`src/rtl/rr_pipe_arbiter_if.sv`:
```
// Request/grant bundle between M requesters and the shared arbiter pipeline stage.
// Arbiter side uses the slave modport, the requesters/downstream use master.
interface rr_pipe_arbiter_if #(
    parameter int unsigned N = 16,
    parameter int unsigned M = 4
);
    logic                   EN;
    logic [M-1:0]           R_IN;
    logic [M-1:0]           LOCK_IN;
    logic [M*N-1:0]         D_IN;
    logic [M-1:0]           ACK;
    logic                   R_OUT;
    logic [N-1:0]           D_OUT;
    logic [$clog2(M)-1:0]   SRC_OUT;

    modport slave (
        input  EN, R_IN, LOCK_IN, D_IN,
        output ACK, R_OUT, D_OUT, SRC_OUT
    );

    modport master (
        output EN, R_IN, LOCK_IN, D_IN,
        input  ACK, R_OUT, D_OUT, SRC_OUT
    );
endinterface

```
`src/rtl/rr_pipe_arbiter.sv`:
```
// Round-robin arbiter feeding one registered data stage, with bounded lock bursts.
// Latency: ACK is combinational; D_OUT/R_OUT/SRC_OUT valid one cycle after the grant.
// Backpressure: EN=0 stalls everything (no ACK, all state held); requesters hold R_IN until ACK.
module rr_pipe_arbiter #(
    parameter int unsigned N         = 16,
    parameter int unsigned M         = 4,
    parameter int unsigned MAX_BURST = 4
) (
    input  logic CLK,
    input  logic RST,
    rr_pipe_arbiter_if.slave bus
);
    localparam int unsigned SW = $clog2(M);
    localparam int unsigned CW = $clog2(MAX_BURST + 1);
    localparam logic [CW-1:0] MAX_C = CW'(MAX_BURST);

    typedef enum logic {ARB, BURST} state_t;

    state_t          state_q, state_d;
    logic [SW-1:0]   ptr_q, ptr_d;
    logic [SW-1:0]   own_q, own_d;
    logic [CW-1:0]   cnt_q, cnt_d;
    logic            r_out_q, r_out_d;
    logic [N-1:0]    d_out_q, d_out_d;
    logic [SW-1:0]   src_q, src_d;
    logic [SW-1:0]   start;
    logic [SW-1:0]   win;
    logic            found;
    logic [M-1:0]    ack;

    // (base + off) mod M without a divider; M need not be a power of two.
    function automatic logic [SW-1:0] wrap_add(input logic [SW-1:0] base, input int unsigned off);
        int unsigned s;
        s = 32'(base) + off;
        if (s >= M) s = s - M;
        return s[SW-1:0];
    endfunction

    // A lapsed burst owner hands the search start to its successor, so no bubble.
    always_comb begin
        start = (state_q == BURST) ? wrap_add(own_q, 1) : ptr_q;
        found = 1'b0;
        win   = '0;
        for (int i = M - 1; i >= 0; i--) begin
            if (bus.R_IN[wrap_add(start, unsigned'(i))]) begin
                found = 1'b1;
                win   = wrap_add(start, unsigned'(i));
            end
        end
    end

    always_comb begin
        state_d = state_q;
        ptr_d   = ptr_q;
        own_d   = own_q;
        cnt_d   = cnt_q;
        r_out_d = r_out_q;
        d_out_d = d_out_q;
        src_d   = src_q;
        ack     = '0;
        if (bus.EN && !RST) begin
            r_out_d = 1'b0;
            if (state_q == BURST && bus.R_IN[own_q]) begin
                ack[own_q] = 1'b1;
                r_out_d    = 1'b1;
                d_out_d    = bus.D_IN[own_q*N +: N];
                src_d      = own_q;
                cnt_d      = cnt_q + CW'(1);
                if (!bus.LOCK_IN[own_q] || (cnt_q + CW'(1)) == MAX_C) begin
                    state_d = ARB;
                    ptr_d   = wrap_add(own_q, 1);
                    cnt_d   = '0;
                end
            end else if (found) begin
                ack[win] = 1'b1;
                r_out_d  = 1'b1;
                d_out_d  = bus.D_IN[win*N +: N];
                src_d    = win;
                cnt_d    = CW'(1);
                if (bus.LOCK_IN[win] && MAX_BURST > 1) begin
                    state_d = BURST;
                    own_d   = win;
                end else begin
                    state_d = ARB;
                    ptr_d   = wrap_add(win, 1);
                end
            end else begin
                state_d = ARB;
                ptr_d   = start;
                if (state_q == BURST) cnt_d = '0;
            end
        end
    end

    always_ff @(posedge CLK) begin
        if (RST) begin
            state_q <= ARB;
            ptr_q   <= '0;
            own_q   <= '0;
            cnt_q   <= '0;
            r_out_q <= 1'b0;
            d_out_q <= '0;
            src_q   <= '0;
        end else begin
            state_q <= state_d;
            ptr_q   <= ptr_d;
            own_q   <= own_d;
            cnt_q   <= cnt_d;
            r_out_q <= r_out_d;
            d_out_q <= d_out_d;
            src_q   <= src_d;
        end
    end

    assign bus.ACK     = ack;
    assign bus.R_OUT   = r_out_q;
    assign bus.D_OUT   = d_out_q;
    assign bus.SRC_OUT = src_q;
endmodule
```
`src/flat_wrapper.sv`:
```
// flat-port wrapper written by rule: the top's interface ports become plain ports
module rr_pipe_arbiter_flat 
#(
    parameter int unsigned N         = 16,
    parameter int unsigned M         = 4,
    parameter int unsigned MAX_BURST = 4
)
  (CLK, RST, bus_EN, bus_R_IN, bus_LOCK_IN, bus_D_IN, bus_ACK, bus_R_OUT, bus_D_OUT, bus_SRC_OUT);
  rr_pipe_arbiter_if #(.N(N), .M(M)) bus_i ();
  input  logic CLK;
  input  logic RST;
  input wire logic [$bits(bus_i.EN)-1:0] bus_EN;
  input wire logic [$bits(bus_i.R_IN)-1:0] bus_R_IN;
  input wire logic [$bits(bus_i.LOCK_IN)-1:0] bus_LOCK_IN;
  input wire logic [$bits(bus_i.D_IN)-1:0] bus_D_IN;
  output wire logic [$bits(bus_i.ACK)-1:0] bus_ACK;
  output wire logic [$bits(bus_i.R_OUT)-1:0] bus_R_OUT;
  output wire logic [$bits(bus_i.D_OUT)-1:0] bus_D_OUT;
  output wire logic [$bits(bus_i.SRC_OUT)-1:0] bus_SRC_OUT;
  assign bus_i.EN = bus_EN;
  assign bus_i.R_IN = bus_R_IN;
  assign bus_i.LOCK_IN = bus_LOCK_IN;
  assign bus_i.D_IN = bus_D_IN;
  assign bus_ACK = bus_i.ACK;
  assign bus_R_OUT = bus_i.R_OUT;
  assign bus_D_OUT = bus_i.D_OUT;
  assign bus_SRC_OUT = bus_i.SRC_OUT;
  rr_pipe_arbiter #(.N(N), .M(M), .MAX_BURST(MAX_BURST)) u_core (.CLK(CLK), .RST(RST), .bus(bus_i));
endmodule
```
`config.mk`:
```
export PLATFORM = sky130hd
export DESIGN_NAME = rr_pipe_arbiter_flat
export DESIGN_NICKNAME = d
export VERILOG_FILES = /design/src/rtl/rr_pipe_arbiter_if.sv /design/src/rtl/rr_pipe_arbiter.sv /design/src/flat_wrapper.sv
export SDC_FILE = /design/constraint.sdc
export NUM_CORES = 1
export LEC_CHECK = 0
export CORE_MARGIN = 8
export CORE_UTILIZATION = 45
export DETAILED_ROUTE_END_ITERATION = 8
export GPL_ROUTABILITY_DRIVEN = 0
export PLACE_DENSITY = 0.86
export SLEW_MARGIN = 20
export SYNTH_ARGS = -nofsm -noshare
export SYNTH_HDL_FRONTEND = slang
export SYNTH_SLANG_ARGS = --single-unit
export TNS_END_PERCENT = 50
```
`constraint.sdc`:
```
create_clock -name CLK -period 7.76 [get_ports CLK]
set_input_delay 1.94 -clock CLK [delete_from_list [all_inputs] [get_ports CLK]]
set_output_delay 1.94 -clock CLK [all_outputs]
set_load 0.01 [all_outputs]
```
Word level (Yosys, flattened, before mapping)
Index checks and enable logic that the tools add are counted.
{"block": "totals", "reg_bits": 27, "wordCells": 107, "input_bits": 75}
{"block": "classes", "shift": 2, "addsub": 12, "mux": 54, "n_eq_ne": 3, "n_reduce_logical": 14, "n_bitwise": 1, "n_lt_le_gt_ge": 14}
{"operator": "64-bit by 7-bit indexed part select with 16-bit output", "n": 2}
{"operator": "2-bit two-way mux", "n": 17}
{"operator": "16-bit two-way mux", "n": 2}
{"operator": "1-bit two-way mux", "n": 19}
{"operator": "2-bit by 3-bit less-than comparator with 1-bit output, second input constant", "n": 6}
{"operator": "3-bit >= comparator, second input constant", "n": 5}
{"operator": "1-bit binary-select mux with 2-bit select", "n": 7}
{"operator": "3-bit two-way mux", "n": 4}
{"operator": "4-bit two-way mux", "n": 3}
{"operator": "2-bit by 1-bit subtractor with 2-bit output, second input constant", "n": 6}
{"operator": "2-bit by 1-bit adder with 3-bit output, second input constant", "n": 3}
{"operator": "2-bit by 2-bit adder with 3-bit output, second input constant", "n": 2}
{"operator": "2-bit AND reduction", "n": 3}
{"operator": "1-bit demux with 2-bit select", "n": 2}
{"operator": "2-bit by 1-bit >= comparator with 1-bit output, second input constant", "n": 2}
{"operator": "1-bit logical AND", "n": 4}
{"operator": "4-bit AND reduction", "n": 1}
{"operator": "3-bit by 1-bit adder with 3-bit output, second input constant", "n": 1}
{"operator": "3-bit equality test, second input constant", "n": 1}
{"operator": "2-bit by 3-bit >= comparator with 1-bit output, second input constant", "n": 1}
{"operator": "3-bit inequality test, second input constant", "n": 1}
{"operator": "3-bit AND reduction", "n": 1}
{"operator": "3-bit nonzero test", "n": 1}
{"operator": "1-bit zero test", "n": 2}
{"operator": "other kinds (4)", "n": 4}

Longest topological paths before layout
Gate-level depths: netlist of run 1.
{"block": "depth", "word_depth": 20, "mapped_depth": 14}

Worst setup path before layout of run 1
OpenSTA, ideal clock, no wires.
{"block": "synth_timing", "kind": "input to output", "start": "in bus_R_IN[3]", "end": "out bus_ACK[0]", "t_arrival_ns": 3.052, "required_time_ns": 5.820, "stages": 7, "setup_slack_ns": 2.768, "path_buffers": 1, "path_cell_list": "nand2b_1 -> o31ai_2 -> or2_1 -> buf_2 -> ha_1 -> nand3_1 -> a21oi_1"}
{"block": "synth_via", "elab_chain_cells": 13, "elab_cells_between_ends": 27}
{"element": "start: declaration", "line": "flat_wrapper.sv:13", "source": "input wire logic [$bits(bus_i.R_IN)-1:0] bus_R_IN;"}
{"element": "1-bit binary-select mux with 2-bit select", "line": "rr_pipe_arbiter.sv:45", "source": "if (bus.R_IN[wrap_add(start, unsigned'(i))]) begin"}
{"element": "1-bit two-way mux (not written as such)", "line": "rr_pipe_arbiter.sv:45"}
{"element": "2-bit two-way mux (4 in series)", "line": "rr_pipe_arbiter.sv:45"}
{"element": "2-bit by 3-bit less-than comparator with 1-bit output (not written as such) / 2-bit by 1-bit >= comparator with 1-bit output (equally long branches)", "line": "rr_pipe_arbiter.sv:75", "source": "ack[win] = 1'b1;"}
{"element": "1-bit logical AND (not written as such)", "line": "rr_pipe_arbiter.sv:75"}
{"element": "1-bit two-way mux (not written as such)", "line": "rr_pipe_arbiter.sv:75"}
{"element": "1-bit demux with 2-bit select"}
{"element": "4-bit two-way mux", "line": "rr_pipe_arbiter.sv:74", "source": "end else if (found) begin"}
{"element": "4-bit two-way mux (*)", "line": "rr_pipe_arbiter.sv:63", "source": "if (state_q == BURST && bus.R_IN[own_q]) begin"}
{"element": "4-bit two-way mux (*)", "line": "rr_pipe_arbiter.sv:61", "source": "if (bus.EN && !RST) begin"}
{"element": "end: declaration", "line": "flat_wrapper.sv:16", "source": "output wire logic [$bits(bus_i.ACK)-1:0] bus_ACK;"}
Mark *: on every way between the ends. The rest lies on a longest branch, timed or not. The select of a mux whose other input is x is not followed.

Worst setup path after layout of run 1
{"block": "layout_timing", "start": "in bus_R_IN[1]", "end": "out bus_ACK[0]"}
The elaborated chain is that of the path after synthesis.

==> run summary, run 1 <==
Number of inserted filler cells in the final layout: 386
Family with the most delay on the worst path: buffers and inverters
CP required: 5.82 ns
Total nets after synthesis: 319
Iteration-0 DRC count of the detailed router: 107
Kind of start point of the critical path: input port
Category of the worst setup path capture point: primary output
Data arrival, critical path: 4.26 ns
Cell with the biggest individual delay on the critical path: sky130_fd_sc_hd__clkdlybuf4s50_1
Max-slew headroom at the worst pin: 0.286
Site Rows: 25
Maximum buffer depth of the clock tree: 2
Fin crit share: 0.800
Type of the worst setup path: in2out
Highest net fanout along the worst path: 7
Average wire per standard cell: 17.1 microns
Number of enable-type register cells in the synthesized netlist: 0
Outcome: finished, final reports clean
Number of different library cells in the post-synthesis netlist: 52
Total half-perimeter wirelength after legalization and detailed placement: 5040 microns
Number of diodes: 0
Final count of negative-setup-slack endpoints: 0
Count of cells resized by post-cts repair: 0
Antenna viol nets, final: 0
Synth warn: 0
Largest net degree at the start of global routing: 29
Number of sinks on the clock net: 27
Skew final: 0.00254 ns
Maximum level of the CTS H-tree: 1
Core footprint: 4660 sq um
Leading post-synthesis cells by instance count: sky130_fd_sc_hd__nand2_1 (31), sky130_fd_sc_hd__dfxtp_1 (27), sky130_fd_sc_hd__mux2i_1 (24), sky130_fd_sc_hd__nand3_1 (15), sky130_fd_sc_hd__a211oi_1 (13)
Post-synth design cell area: 2160 sq um
Power consumption: 0.000509 W
Setup repair after global routing missed its margin: no
Clock latency reported for the late side of the worst-skew pair: 0.27 ns
Area taken by multi-input logic gates: 1500 sq um
Clk pin slew, worst setup/hold paths: 0.09 ns
Detailed-route wire length: 6410 microns
Initial core utilization: 0.463
Proportion of layout cells with a drive suffix above 1: 0.106
Critical path cell sequence: clkdlybuf4s50_1 -> inv_1 -> a211o_1 -> nand3_1 -> or2_1 -> ha_1 -> nand3_1 -> a21oi_1 -> clkdlybuf4s50_1
Pre-Repair DR Iteration Count: 4
Chip width: 85.2 microns
Largest vdd supply drop: 69.7 uV
Aggregate global routing overflow: 0
Mean area per synthesized cell: 9.22 sq um
Count of nets after finishing: 408
Fin. max-slew vios: 0
# Post-CTS Setup Buffers: 0
Num CTS Buffers: 3
Clock root buffer: sky130_fd_sc_hd__clkbuf_8
Number of max-cap violations: 0
Hold Crit Class: reg2reg
First-pass GRT wire length: 10900 microns
Antenna violations before repair: 0
Post-cts hold buffer count: 0
Area share of the largest cell type after synthesis: 0.251
Residual DRC: 0
Signed area change from the synthesized netlist to the final layout: 46.0%
Aggregate global-route resource usage: 0.181
Hold Slack: 0.460 ns
Ratio of total power to cell area: 162 nW/um^2
Sequential fraction of the synthesis area: 0.251
Synth area leaders: sky130_fd_sc_hd__dfxtp_1 (25%), sky130_fd_sc_hd__mux2i_1 (11%), sky130_fd_sc_hd__a221oi_2 (7.0%)
Worst R2R Setup Slack: 4.30 ns
Register area: 541 sq um
Vertical die dimension: 85.2 microns
Clock tree from TritonCTS: built
LEAKAGE: 1.18 nW
Gate count after technology mapping: 234
Register bit count reported by yosys: 27
Synth async-reset ratio: 0
Die Area: 7270 sq um
Final period demand of the worst path: 6.20 ns
Post-DR vias/cell: 5.81
Aggregate negative setup slack: 0 ns
Most frequently used flop master after synthesis: sky130_fd_sc_hd__dfxtp_1
Vias: 2184
Final hold viol count: 0
Largest stage delay on the critical path: 0.59 ns
F_max: 161 MHz
Most repeated cell in the gate-level netlist after synthesis: sky130_fd_sc_hd__nand2_1
PortBufs: 97
Slew @ Worst Pin: 1.07 ns
Via count of the first global-routing pass: 2368
# IOs: 98
CP Buf/Inv Count: 3
Area leader, netlist: sky130_fd_sc_hd__dfxtp_1
==> logic make-up (layout without fill, tap and decap cells) <==
| group | Yosys count | after routing | synth area share |
|---|---|---|---|
| AO/OA/AOI/OAI | 63 | 63 | 0.269 |
| XOR/XNOR | 1 | 1 | 0.00406 |
| adder cells (fa/ha/maj) | 10 | 10 | 0.0580 |
| buffers and inverters | 20 | 108 | 0.0551 |
| flip-flops | 27 | 27 | 0.251 |
| multiplexers | 39 | 39 | 0.200 |
| AND/OR/NAND/NOR | 74 | 74 | 0.164 |
==> final cells by class <==
cell class / instances / share of cell area
multi-input cells: 187 / 0.476
repair buffers: 97 / 0.308
flip-flops and latches: 27 / 0.172
well taps: 54 / 0.0215
clock buffers: 3 / 0.0131
inverters: 7 / 0.00834
clock inverters: 1 / 0.00159
==> worst reg2reg max path: stages (launching register included) <==
cell and delay, ns:
sky130_fd_sc_hd__dfxtp_1 0.57, sky130_fd_sc_hd__inv_1 0.12, sky130_fd_sc_hd__ha_1 0.42, sky130_fd_sc_hd__and3_1 0.22, sky130_fd_sc_hd__o21ai_1 0.20, sky130_fd_sc_hd__o2111ai_4 0.20, sky130_fd_sc_hd__o22ai_4 0.79, sky130_fd_sc_hd__mux2_2 0.46
sky130_fd_sc_hd__a211oi_1 0.28, sky130_fd_sc_hd__a221oi_2 0.06
==> cell usage in the layout, fill, tap and decap left out, types with 4 or more instances in the layout <==
master                            netlist  layout
sky130_fd_sc_hd__a221oi_2              10      10
sky130_fd_sc_hd__a211oi_1              13      13
sky130_fd_sc_hd__dfxtp_1               27      27
sky130_fd_sc_hd__mux2i_1               24      24
sky130_fd_sc_hd__nor2_1                 9       9
sky130_fd_sc_hd__mux2_2                 9       9
sky130_fd_sc_hd__clkdlybuf4s50_1        0      97
sky130_fd_sc_hd__nand2_1               31      31
sky130_fd_sc_hd__a21oi_1                9       9
sky130_fd_sc_hd__o21ai_0                6       6
sky130_fd_sc_hd__nand3_1               15      15
sky130_fd_sc_hd__ha_1                  10      10
sky130_fd_sc_hd__mux2_1                 4       4
sky130_fd_sc_hd__inv_1                  7       7
==> through the flow <==
stage	cell area, sq um	util	cells	setup slack, ns
final	3150	0.676	376	1.56
after floorplan	2160	-	234	2.77
after global placement	3100	0.666	372	1.63
after global routing	3150	0.676	376	1.38
after CTS	3150	0.676	376	1.56
after detailed placement	3100	0.666	372	1.57
==> layer usage <==
| layer | GRT usage | up-vias | wire length [microns] | part of all wire |
|---|---|---|---|---|
| met5 | 0 | - | 0 | 0 |
| met1 | 0.214 | 1023 | 2720 | 0.42 |
| li1 | - | 1064 | - | - |
| met2 | 0.300 | 88 | 3030 | 0.47 |
| met3 | 0.0627 | 9 | 569 | 0.089 |
| met4 | 0.0518 | 0 | 101 | 0.016 |
==> final timing paths <==
| check | startpoint | to | depth (start not counted) |
|---|---|---|---|
| worst min register to register | u_core.bus.SRC_OUT[0] | u_core.bus.SRC_OUT[0] | 2 |
| worst max register to register | u_core.own_q[0] | u_core.bus.D_OUT[7] | 9 |
| worst max-delay path | bus_R_IN[1] | bus_ACK[0] | 9 |
| worst min-delay path | u_core.bus.SRC_OUT[0] | u_core.bus.SRC_OUT[0] | 2 |
==> sequential cells by signal (all words and copies together), names as in the netlist <==
name / flops
u_core.bus.R_OUT: 1
u_core.own_q: 2
u_core.cnt_q: 3
u_core.bus.SRC_OUT: 2
u_core.ptr_q: 2
u_core.bus.D_OUT: 16
u_core.state_q: 1
==> power breakdown <==
part           internal [W]  total [W]  leakage [nW]  switching (W)
sequential         0.000158   0.000178         0.223      0.0000197
combinational      0.000132   0.000249         0.933       0.000117
clock             0.0000360  0.0000816        0.0255      0.0000456
Note: power is estimated with default switching activity, not from simulation.
==> run 2: changes to the inputs <==
- CORE_UTILIZATION: 45 -> 42
- PLACE_DENSITY: 0.86 -> 0.81
- clock period: 7.76 -> 5.8 ns (I/O delays scaled with it)
==> run 2 against run 1 <==
Compared with the run above: design area is 1.5% higher; critical path depth stayed put; non-clock buffer count is 4 higher; global-route usage is 0.76 points lower; critical path type unchanged; critical endpoint unchanged; highest routed layer unchanged.
==> run summary, run 2 (same netlist as run 1, synthesis figures left out) <==
Worst r2r path cells: 9
Largest vdd supply drop: 107 uV
Pre-Repair DR Iteration Count: 4
Category of the worst setup path capture point: primary output
Skew final: 0.00115 ns
Slew @ Worst Pin: 1.03 ns
Fraction of power spent switching nets: 0.353
Sequential group share of total power: 0.352
Final period demand of the worst path: 5.26 ns
Residual DRC: 0
Number of sinks on the clock net: 27
Number of inserted filler cells in the final layout: 442
Flip-flop count of the largest register, all copies and words added: 16
Final worst-path setup slack: 0.541 ns
Final hold viol count: 0
# Post-CTS Setup Buffers: 0
Combinational power share: 0.496
Iteration-0 DRC count of the detailed router: 73
Detailed-route wire length: 6480 microns
Die Area: 7690 sq um
Aggregate global routing overflow: 0
F_max: 190 MHz
Via count of the first global-routing pass: 2383
Critical register-to-register path endpoint: u_core.bus.D_OUT[7]
Clock latency reported for the late side of the worst-skew pair: 0.26 ns
CP required: 4.35 ns
Highest net fanout along the worst path: 7
PortBufs: 97
Average wire per standard cell: 16.4 microns
Part of the power in the clock network: 0.153
Setup repair after global routing missed its margin: no
Number of diodes: 0
First-pass GRT wire length: 10900 microns
Antenna viol nets, final: 0
Signed area change from the synthesized netlist to the final layout: 48.3%
Aggregate global-route resource usage: 0.173
Number of max-cap violations: 0
Hold Crit Class: reg2reg
Commonest cells after routing, fill and taps aside: sky130_fd_sc_hd__clkdlybuf4s50_1 (97), sky130_fd_sc_hd__nand2_1 (31), sky130_fd_sc_hd__dfxtp_1 (27)
Kind of start point of the critical path: input port
Outcome: finished, final reports clean
# IOs: 98
Cell internal power dissipation: 0.000440 W
Setup Slack @ Placement: 0.562 ns
Most common cell after layout, fill and taps aside: sky130_fd_sc_hd__clkdlybuf4s50_1
Post-cts hold buffer count: 0
Clock tree from TritonCTS: built
Aggregate negative setup slack: 0 ns
Max-slew headroom at the worst pin: 0.313
CP Launch Point: bus_R_IN[1]
Clock root buffer: sky130_fd_sc_hd__clkbuf_8
Site Rows: 26
Core footprint: 5040 sq um
Fin crit share: 0.907
Initial core utilization: 0.428
Type of the worst setup path: in2out
Clk pin slew, worst setup/hold paths: 0.09 ns
Post-DR vias/cell: 5.48
LEAKAGE: 1.20 nW
Vertical die dimension: 87.7 microns
Switching power: 0.000240 W
Chip width: 87.7 microns
Worst Setup EP: bus_ACK[0]
Fin. max-slew vios: 0
Ratio of total power to cell area: 213 nW/um^2
Total half-perimeter wirelength after legalization and detailed placement: 5180 microns
Proportion of layout cells with a drive suffix above 1: 0.113
Worst R2R Setup Slack: 2.43 ns
Num CTS Buffers: 3
Largest net degree at the start of global routing: 26
Count of cells resized by post-cts repair: 0
Worst flop-to-flop path startpoint: u_core.own_q[0]
Data arrival, critical path: 3.81 ns
Maximum level of the CTS H-tree: 1
Vias: 2169
Count of nets after finishing: 412
Final count of negative-setup-slack endpoints: 0
Antenna violations before repair: 0
Maximum buffer depth of the clock tree: 2
run 2: worst min-delay path by stage:
stage / startpoint / to / slack, ns / depth (start not counted)
floorplan: u_core.cnt_q[2] / u_core.cnt_q[2] / 0.45 / 2
global placement: u_core.bus.SRC_OUT[0] / u_core.bus.SRC_OUT[0] / 0.44 / 2
detailed placement: u_core.bus.SRC_OUT[0] / u_core.bus.SRC_OUT[0] / 0.45 / 2
CTS: u_core.bus.SRC_OUT[0] / u_core.bus.SRC_OUT[0] / 0.47 / 2
global route: u_core.bus.SRC_OUT[0] / u_core.bus.SRC_OUT[0] / 0.49 / 2
finish: u_core.bus.SRC_OUT[0] / u_core.bus.SRC_OUT[0] / 0.47 / 2
run 2: final cells by class:
class / instances / area (sq um) / area share
Clock buffer: 4 / 45.0 / 0.0141
Inverter: 7 / 26.3 / 0.00822
Multi-Input combinational cell: 187 / 1500 / 0.468
Sequential cell: 27 / 541 / 0.169
Tap cell: 70 / 87.6 / 0.0274
Timing Repair Buffer: 101 / 1000 / 0.313
run 2: metal layers:
metal	routed length, microns	share of wire	GRT usage	vias up
met4	56	0.0086	0.0406	0
li1	-	-	-	1071
met1	2790	0.43	0.198	1014
met3	590	0.091	0.0638	4
met2	3050	0.47	0.299	80
met5	0	0	0	-
run 2: through the flow:
step            util  hold WS [ns]  area, sq um  std cells  total power, W
4_1_cts        0.634         0.468         3200        396        0.000685
3_5_place_dp   0.625         0.450         3150        392        0.000580
3_3_place_gp   0.625         0.442         3150        392        0.000574
6_report       0.634         0.471         3200        396        0.000680
2_1_floorplan      -         0.445         2160        234        0.000450
5_1_grt        0.634         0.492         3200        396        0.000724
run 2: worst max-delay path, cell delays in order:
cell,delay (ns)
sky130_fd_sc_hd__clkdlybuf4s50_1,0.59
sky130_fd_sc_hd__inv_1,0.06
sky130_fd_sc_hd__a211o_1,0.28
sky130_fd_sc_hd__nand3_1,0.10
sky130_fd_sc_hd__or2_1,0.31
sky130_fd_sc_hd__ha_1,0.22
sky130_fd_sc_hd__nand3_1,0.06
sky130_fd_sc_hd__a21oi_1,0.16
sky130_fd_sc_hd__clkdlybuf4s50_1,0.56
run 2: power by group through the flow:
stage,clock [W],sequential (W),combinational [W]
after floorplan,0,0.000244,0.000206
after global placement,0,0.000241,0.000333
after detailed placement,0,0.000242,0.000339
after CTS,0.000106,0.000239,0.000341
after global routing,0.000112,0.000243,0.000368
final,0.000104,0.000239,0.000337
